<file path="config.mk">
export PLATFORM = sky130hd
export DESIGN_NAME = pmem_arbiter
export DESIGN_NICKNAME = d
export VERILOG_FILES = /design/src/rtl/lc3b_types.sv /design/src/rtl/pmem_arbiter.sv
export SDC_FILE = /design/constraint.sdc
export NUM_CORES = 1
export LEC_CHECK = 0
export ABC_CLOCK_PERIOD_IN_PS = 1840
export CORE_AREA = 5 5 271 273
export DETAILED_ROUTE_END_ITERATION = 7
export DIE_AREA = 0 0 276 278
export GPL_TIMING_DRIVEN = 0
export MAX_ROUTING_LAYER = met4
export PLACE_DENSITY_LB_ADDON = 0.1
export REMOVE_ABC_BUFFERS = 1
export SYNTH_ARGS = -nofsm -noshare
export SYNTH_HDL_FRONTEND = slang
export SYNTH_SLANG_ARGS = --single-unit
</file>
<file path="constraint.sdc">
create_clock -name clk -period 1.84 [get_ports clk]
set_input_delay 0.276 -clock clk [delete_from_list [all_inputs] [get_ports clk]]
set_output_delay 0.276 -clock clk [all_outputs]
set_load 0.005 [all_outputs]
</file>
<file path="src/rtl/lc3b_types.sv">
// Shared LC-3b datapath types: word/line widths and the memory-arbiter state encoding.
package lc3b_types;

  typedef logic [15:0]  lc3b_word;
  typedef logic [127:0] lc3b_line;

  typedef enum logic [1:0] {
    ARB_IDLE,
    ARB_SERVE_I,
    ARB_SERVE_D
  } arb_state_t;

endpackage

</file>
<file path="src/rtl/pmem_arbiter.sv">
// Single-port physical-memory arbiter between I-cache and D-cache line traffic.
// D wins by default; a saturating starvation counter forces an I grant after STARVE_LIMIT D grants.
module pmem_arbiter
  import lc3b_types::*;
#(
  parameter int STARVE_LIMIT = 4
) (
  input  logic     clk,
  input  logic     rst_n,

  input  logic     i_pmem_read,
  input  lc3b_word i_pmem_address,
  output lc3b_line i_pmem_rdata,
  output logic     i_pmem_resp,

  input  logic     d_pmem_read,
  input  logic     d_pmem_write,
  input  lc3b_word d_pmem_address,
  input  lc3b_line d_pmem_wdata,
  output lc3b_line d_pmem_rdata,
  output logic     d_pmem_resp,

  output logic     pmem_read,
  output logic     pmem_write,
  output lc3b_word pmem_address,
  output lc3b_line pmem_wdata,
  input  lc3b_line pmem_rdata,
  input  logic     pmem_resp
);

  localparam int CW = $clog2(STARVE_LIMIT + 1);
  localparam logic [CW-1:0] LIMIT = CW'(STARVE_LIMIT);

  arb_state_t    state;
  logic [CW-1:0] starve_cnt;
  logic          wr_q;

  logic d_req, grant_i, grant_d;

  assign d_req   = d_pmem_read | d_pmem_write;
  assign grant_i = (state == ARB_IDLE) && i_pmem_read && (!d_req || starve_cnt == LIMIT);
  assign grant_d = (state == ARB_IDLE) && !grant_i && d_req;

  always_ff @(posedge clk or negedge rst_n) begin
    if (!rst_n) begin
      state        <= ARB_IDLE;
      starve_cnt   <= '0;
      wr_q         <= 1'b0;
      pmem_address <= '0;
      pmem_wdata   <= '0;
    end else begin
      case (state)
        ARB_IDLE: begin
          if (grant_i) begin
            state        <= ARB_SERVE_I;
            pmem_address <= i_pmem_address;
            starve_cnt   <= '0;
          end else if (grant_d) begin
            state        <= ARB_SERVE_D;
            pmem_address <= d_pmem_address;
            pmem_wdata   <= d_pmem_wdata;
            // A writeback takes precedence if the D-cache raises both strobes.
            wr_q         <= d_pmem_write;
            if (i_pmem_read && starve_cnt != LIMIT)
              starve_cnt <= starve_cnt + 1'b1;
          end
        end
        ARB_SERVE_I: if (pmem_resp) state <= ARB_IDLE;
        ARB_SERVE_D: if (pmem_resp) state <= ARB_IDLE;
        default:     state <= ARB_IDLE;
      endcase
    end
  end

  // Memory strobes decode straight from registered state so reset drops them at once.
  assign pmem_read    = (state == ARB_SERVE_I) || (state == ARB_SERVE_D && !wr_q);
  assign pmem_write   = (state == ARB_SERVE_D) && wr_q;

  assign i_pmem_resp  = (state == ARB_SERVE_I) && pmem_resp;
  assign d_pmem_resp  = (state == ARB_SERVE_D) && pmem_resp;

  assign i_pmem_rdata = pmem_rdata;
  assign d_pmem_rdata = pmem_rdata;

endmodule

</file>
==> metrics.md, run 1 <==
| Metric | Value |
|---|---|
| Max Cap Viol | `0` |
| Area share of fa/ha/maj cells after synthesis | `0.00797` |
| Die area | `76700 µm²` |
| Switching Fraction | `0.341` |
| Crit path arrival time | `2300 ps` |
| Pint | `13.5 mW` |
| Fill count | `7938` |
| Critical-path cell list | `inv_2 -> ha_4 -> o21ai_4 -> a31oi_4 -> buf_6 -> buf_16 -> buf_16 -> clkbuf_16 -> mux2_4` |
| Ys async rst share | `1.00` |
| Final #Nets | `1045` |
| Seq/Total Area, Yosys | `0.478` |
| Rows | `98` |
| Detailed-route via count | `5736` |
| Layout area overhead | `47.5%` |
| Synthesized flop and latch total | `150` |
| XOR/XNOR share of the synthesized area | `0` |
| Core area | `70900 µm²` |
| Top post-synthesis cells by area | `dfrtp_1, buf_4, mux2_2, mux2_1, a31oi_1` |
| Setup TNS | `-3600 ps` |
| GPL Wtd Cong | `0.899` |
| Violated checks | `negative setup slack` |
| Total global routing overflow | `0` |
| Post-synth EDFFs | `0` |
| WP buf/inv | `5` |
| Port Buffers | `313` |
| H-tree Lvls | `4` |
| Highest Clock Rate | `0.514 GHz` |
| Post-synthesis mux area share | `0.184` |
| Register clock-pin slew on the reported worst setup and hold paths | `70 ps` |
| Cell Pwr Density | `1770 nW/µm²` |
| Switching pwr | `6.97 mW` |
| Ys Warns | `0` |
| Placed wire-length estimate after detailed placement | `68900 µm` |
| TritonRoute pass-1 iters | `4` |
| Seq pwr share | `0.299` |
| Reg2Reg Depth | `9` |
| First-pass GRT wire length | `96600 µm` |
| Logic pwr share | `0.519` |
| Hold crit path type | `input pin to async pin` |
| Max Clock Skew | `12.1 ps` |
| Clk sink count | `150` |
| Period Utilization, post-route | `1.06` |
| Post-route DRC violation count | `0` |
| Clock buffer depth | `2` |
| Setup violations, final | `65` |
| Leak | `4.56 nW` |
| Drt initial violations | `337` |
| Starting density of the core | `0.111` |
| Antenna violations before repair | `6` |
| GRT Total Usage | `0.210` |
| Largest family of logic cells by synthesized area | `buffers and inverters` |
| Clk Latency, worst-skew pair | `470 ps` |
| Maximum vdd ir drop | `533 µV` |
| CP peak stage delay | `400 ps` |
| TritonCTS clock tree | `done` |
| Kind of cell adding the most delay to the critical path | `buffers and inverters` |
| CP dominant cell by count | `buf_16` |
| Critical Path Fanout Max | `6` |
| Worst path required time | `2200 ps` |
| Slew headroom | `0.414` |
| Vias in the first global route | `6080` |
| Ports | `698` |
| Slowest CP cell | `dfrtp_1` |
| Synth Cell Area | `7850 µm²` |
| Clock power share | `0.183` |
| Crit. path cell count | `9` |
| Post-synth cell types | `28` |
| Layout cell share with drive strength beyond 1 | `0.269` |
| Antenna viol nets, final | `0` |
| CP Launch Type | `flop` |
| Top_reg_cell synth | `dfrtp_1` |
| Most common cell in the synthesized netlist | `buf_4` |
| Hold Violations, Final | `0` |
| Post-synthesis simple-gate area fraction | `0.0150` |
| Most common library cells after synthesis | `buf_4, dfrtp_1, mux2_2` |
| Largest net degree at the start of global routing | `85` |
| Clock Tree Root | `clkbuf_16` |
| RSZ-0062 raised after global routing | `yes` |
| Final Max Slew Viols | `0` |
| Final Critical Period | `1950 ps` |
| Worst Setup End Kind | `flop` |
| Synth top area share | `0.478` |
| DR vias/cell | `3.35` |
| Actual slew at the worst max-slew pin | `879 ps` |
| DRT Wirelength | `80800 µm` |
| Setup ws final | `-107 ps` |
| Outcome | `finished with violations` |
| Worst hold slack | `360 ps` |
| Synth area leader | `dfrtp_1` |
| Die Ht | `278 µm` |
| Per-cell routed wire length | `47.2 µm` |
| TritonCTS buffer count | `17` |
| Compound-Gate Fraction of Synth Area | `0.0491` |
| Crit path kind | `flop to flop` |
| Die X | `276 µm` |
| Mean Syn Cell Area | `11.9 µm²` |
| Cells after Synth | `659` |
layout make-up:
type	instances	area [µm²]	share of cell area
flip-flops and latches	150	3760	0.325
diodes	4	10.0	0.000864
well taps	950	1190	0.103
inverters	6	22.5	0.00195
clock buffers	22	464	0.0401
multi-input cells	224	2360	0.204
clock inverters	9	101	0.00875
repair buffers	347	3670	0.317
cells in the final DEF, fill, tap and decap left out, types with 5 or more instances in the layout:
master / count
clkdlybuf4s50_1: 294
dfrtp_1: 144
mux2_4: 66
mux2_2: 50
o21ai_0: 20
clkbuf_16: 18
a21oi_1: 17
a31oi_1: 16
nor2_1: 16
dlygate4sd2_1: 13
mux2_1: 12
buf_4: 11
buf_16: 9
buf_8: 7
dfrtp_2: 6
clkinv_2: 5
final timing paths:
path                                   end  slack [ps]               from
setup / recovery           pmem_wdata[119]        -110           state[0]
hold / removal              pmem_wdata[67]         360              rst_n
setup reg to reg           pmem_wdata[119]        -110           state[0]
hold reg to reg             pmem_wdata[77]         490     pmem_wdata[77]
max in group asynchronous   pmem_wdata[58]         520              rst_n
min in group clk           pmem_address[0]         360  d_pmem_address[0]
cell families (layout without fill, tap and decap cells):
logic type	after synthesis	count (layout)
flops	150	150
simple gates	26	26
buf+inv	285	384
fa+ha+maj	5	5
mux	128	128
compound gates	65	65
other cells	0	4
sequential cells by signal, indices dropped and copies added (netlist names):
signal / cells
pmem_address: 16
pmem_wdata: 128
state: 2
starve_cnt: 3
wr_q: 1
per-layer routing:
metal,GRT usage,up-vias,share of wire
li1,-,2141,-
met1,0.156,2789,0.28
met2,0.332,749,0.46
met3,0.252,57,0.24
met4,0.0346,0,0.015
met5,-,-,0
metrics by stage:
| step | power [mW] | worst slack, ps | instances | utilization | cell area (µm²) |
|---|---|---|---|---|---|
| finish | 20.5 | -107 | 1712 | 0.163 | 11600 |
| global route | 21.7 | -149 | 1712 | 0.163 | 11600 |
| CTS | 20.9 | -166 | 1708 | 0.162 | 11500 |
| detailed placement | 15.3 | -1200 | 1653 | 0.146 | 10400 |
| global placement | 8.58 | -14450 | 1643 | 0.143 | 10100 |
| floorplan | 6.77 | -6460 | 380 | - | 5780 |
power groups by stage:
| stage | clock [mW] | sequential [mW] | combinational (mW) |
|---|---|---|---|
| after floorplan | 0 | 4.93 | 1.84 |
| after global placement | 0 | 4.59 | 3.99 |
| after detailed placement | 0 | 6.09 | 9.26 |
| after CTS | 4.00 | 6.11 | 10.8 |
| after global routing | 4.07 | 6.33 | 11.3 |
| final | 3.74 | 6.11 | 10.6 |
repair_timing:
| action | 4_1_cts | 5_1_grt |
|---|---|---|
| hold endpoints to repair | 66 | 0 |
| resized for setup | 117 | 22 |
| endpoints found under the setup margin | 172 | 126 |
| setup buffers | 19 | 2 |
| hold buffers | 1 | 0 |
| pin swaps | 1 | 2 |
| gates cloned | 4 | 1 |
(Power assumes the default switching activity.)
==> run 2: changes to the inputs <==
- CTS_CLUSTER_SIZE: unset -> 28
- SLEW_MARGIN: unset -> 30
==> metrics.md, run 2 (synthesis results as in run 1) <==
| Metric | Value |
|---|---|
| WP buf/inv | `7 (+2)` |
| Slowest CP cell | `clkdlybuf4s50_1` |
| CP peak stage delay | `820 ps (+420 ps)` |
| Largest net degree at the start of global routing | `61 (-28%)` |
| Max Clock Skew | `16.6 ps (+4.46 ps)` |
| TritonCTS clock tree | `done` |
| CP Launch Type | `input pin` |
| Layout area overhead | `52.3%` |
| RSZ-0062 raised after global routing | `yes` |
| Max reg flops | `128 (unchanged)` |
| Actual slew at the worst max-slew pin | `641 ps (-237 ps)` |
| Final Critical Period | `2090 ps (+148 ps)` |
| Setup violations, final | `113 (+74%)` |
| DRT Wirelength | `80800 µm (about the same)` |
| Post-route DRC violation count | `0 (unchanged)` |
| Setup TNS | `-15490 ps (-11890 ps)` |
| Crit. path cell count | `10 (+1)` |
| Core area | `70900 µm² (unchanged)` |
| Violated checks | `negative setup slack` |
| Period Utilization, post-route | `1.14 (+0.0802)` |
| Crit path arrival time | `2450 ps (+150 ps)` |
| Maximum vdd ir drop | `539 µV (+1.0%)` |
| Worst Setup End Kind | `flop` |
| Kind of cell adding the most delay to the critical path | `buffers and inverters` |
| Crit path kind | `input pin to flop` |
| Rows | `98 (unchanged)` |
| Hold Violations, Final | `0 (unchanged)` |
| Reg2Reg Depth | `11 (+2)` |
| Register clock-pin slew on the reported worst setup and hold paths | `70 ps (about the same)` |
| DR vias/cell | `3.36 (+0.17%)` |
| Clk sink count | `150 (unchanged)` |
| Leak | `4.81 nW (+5.4%)` |
| GPL Wtd Cong | `0.899 (unchanged)` |
| TritonRoute pass-1 iters | `4 (unchanged)` |
| Vias in the first global route | `6184 (+1.7%)` |
| Antenna viol nets, final | `0 (unchanged)` |
| Worst hold slack | `275 ps (-85.0 ps)` |
| Most frequent cells in the layout | `clkdlybuf4s50_1, dfrtp_1, mux2_4, mux2_2, buf_12` |
| H-tree Lvls | `4 (unchanged)` |
| Clock buffer depth | `2 (unchanged)` |
| Hold crit path type | `input pin to async pin` |
| Die area | `76700 µm² (unchanged)` |
| Total global routing overflow | `0 (unchanged)` |
| Critical-path cell list | `clkdlybuf4s50_1 -> o21ai_4 -> a31oi_4 -> buf_12 -> buf_12 -> buf_12 -> buf_12 -> buf_12 -> buf_6 -> mux2_2` |
| Slew headroom | `0.572 (+0.157)` |
| Detailed-route via count | `5803 (+1.2%)` |
| Antenna violations before repair | `5 (-1)` |
| First-pass GRT wire length | `97200 µm (+0.63%)` |
| Critical Path Fanout Max | `7 (+1)` |
| Placed wire-length estimate after detailed placement | `69200 µm (+0.50%)` |
| Die X | `276 µm (unchanged)` |
| Die Ht | `278 µm (unchanged)` |
| GRT Total Usage | `0.211 (+0.000652)` |
| Setup ws final | `-255 ps (-148 ps)` |
| Clock Tree Root | `clkbuf_16` |
| Cell Pwr Density | `1790 nW/µm² (+1.3%)` |
| Max Cap Viol | `0 (unchanged)` |
| Starting density of the core | `0.111 (unchanged)` |
| Per-cell routed wire length | `46.7 µm (-0.89%)` |
| Worst path required time | `2200 ps (about the same)` |
| Port Buffers | `313 (unchanged)` |
| TritonCTS buffer count | `17 (unchanged)` |
| Most common cell after layout, fill and taps aside | `clkdlybuf4s50_1` |
| Highest Clock Rate | `0.477 GHz (-7.0%)` |
| Outcome | `finished with violations` |
| Final #Nets | `1063 (+1.7%)` |
| Fill count | `7891 (-0.59%)` |
| Pwr Total | `21.4 mW (+4.6%)` |
| Drt initial violations | `342 (+1.5%)` |
| Top reg by flops | `pmem_wdata` |
| Clk Latency, worst-skew pair | `470 ps (about the same)` |
| Ports | `698 (unchanged)` |
| Final Max Slew Viols | `0 (unchanged)` |
| Layout cell share with drive strength beyond 1 | `0.302 (+0.0328)` |
| CP dominant cell by count | `buf_12` |
| Largest regs | `pmem_wdata x128, pmem_address x16, starve_cnt x3` |
==> run 2: cell count changes in the layout (fill, tap and decap cells not counted), sizes merged <==
cell and delta:
buf +19, dlygate4sd2 +3, clkdlybuf4s50 -2, clkinv -2, dlymetal6s2s -1
==> run 2: layer usage <==
| layer | GRT usage | vias up | share of wire |
|---|---|---|---|
| met1 | 0.158 | 2917 | 0.30 |
| li1 | - | 2178 | - |
| met2 | 0.334 | 669 | 0.47 |
| met5 | - | - | 0 |
| met3 | 0.248 | 39 | 0.22 |
| met4 | 0.0370 | 0 | 0.013 |
==> run 2: final cells by class <==
type	instances	area (µm²)	area share
Antenna cell	4	10.0	0.000837
Clock buffer	23	488	0.0408
Clock inverter	7	95.1	0.00795
Inverter	6	22.5	0.00188
Multi-Input combinational cell	224	2500	0.209
Sequential cell	150	3760	0.315
Tap cell	950	1190	0.0994
Timing Repair Buffer	365	3890	0.325
==> run 2: where the power goes <==
group	internal (mW)	switching [mW]	total [mW]
clock network	2.13	1.67	3.81
logic	7.12	4.36	11.5
registers	5.01	1.12	6.13
==> run 2: worst paths after layout <==
check	end	slack (ps)	start
setup / recovery	pmem_wdata[25]	-250	d_pmem_write
hold / removal	pmem_wdata[90]	280	rst_n
setup reg to reg	pmem_wdata[25]	-220	state[0]
hold reg to reg	pmem_wdata[65]	500	pmem_wdata[65]
max in group asynchronous	pmem_wdata[58]	850	rst_n
min in group clk	pmem_address[5]	360	d_pmem_address[5]
==> run 2: stage by stage <==
| stage | instance area [µm²] | utilization | cells | setup WS [ps] |
|---|---|---|---|---|
| after floorplan | 5780 | - | 380 | -6460 |
| after global placement | 10100 | 0.143 | 1643 | -14450 |
| after detailed placement | 10400 | 0.147 | 1656 | -1220 |
| after CTS | 11900 | 0.168 | 1722 | -220 |
| after global routing | 12000 | 0.169 | 1728 | -285 |
| final | 12000 | 0.169 | 1729 | -255 |
==> run 2: worst reg2reg max path, stage by stage (launching register included) <==
cell and delay (ps):
dfrtp_1 400, inv_2 90, ha_4 160, o21ai_4 70
a31oi_4 230, buf_12 140, buf_12 90, buf_12 100
buf_12 130, buf_12 110, buf_6 100, mux2_2 320
==> run 2: repair_timing <==
action / CTS / global route
gates cloned: 4 / 0
setup endpoints to repair: 172 / 138
endpoints found under the hold margin: 33 / 0
resized for setup: 174 / 12
hold buffers: 1 / 0
pin swaps: 2 / 2
buffers inserted: 31 / 5
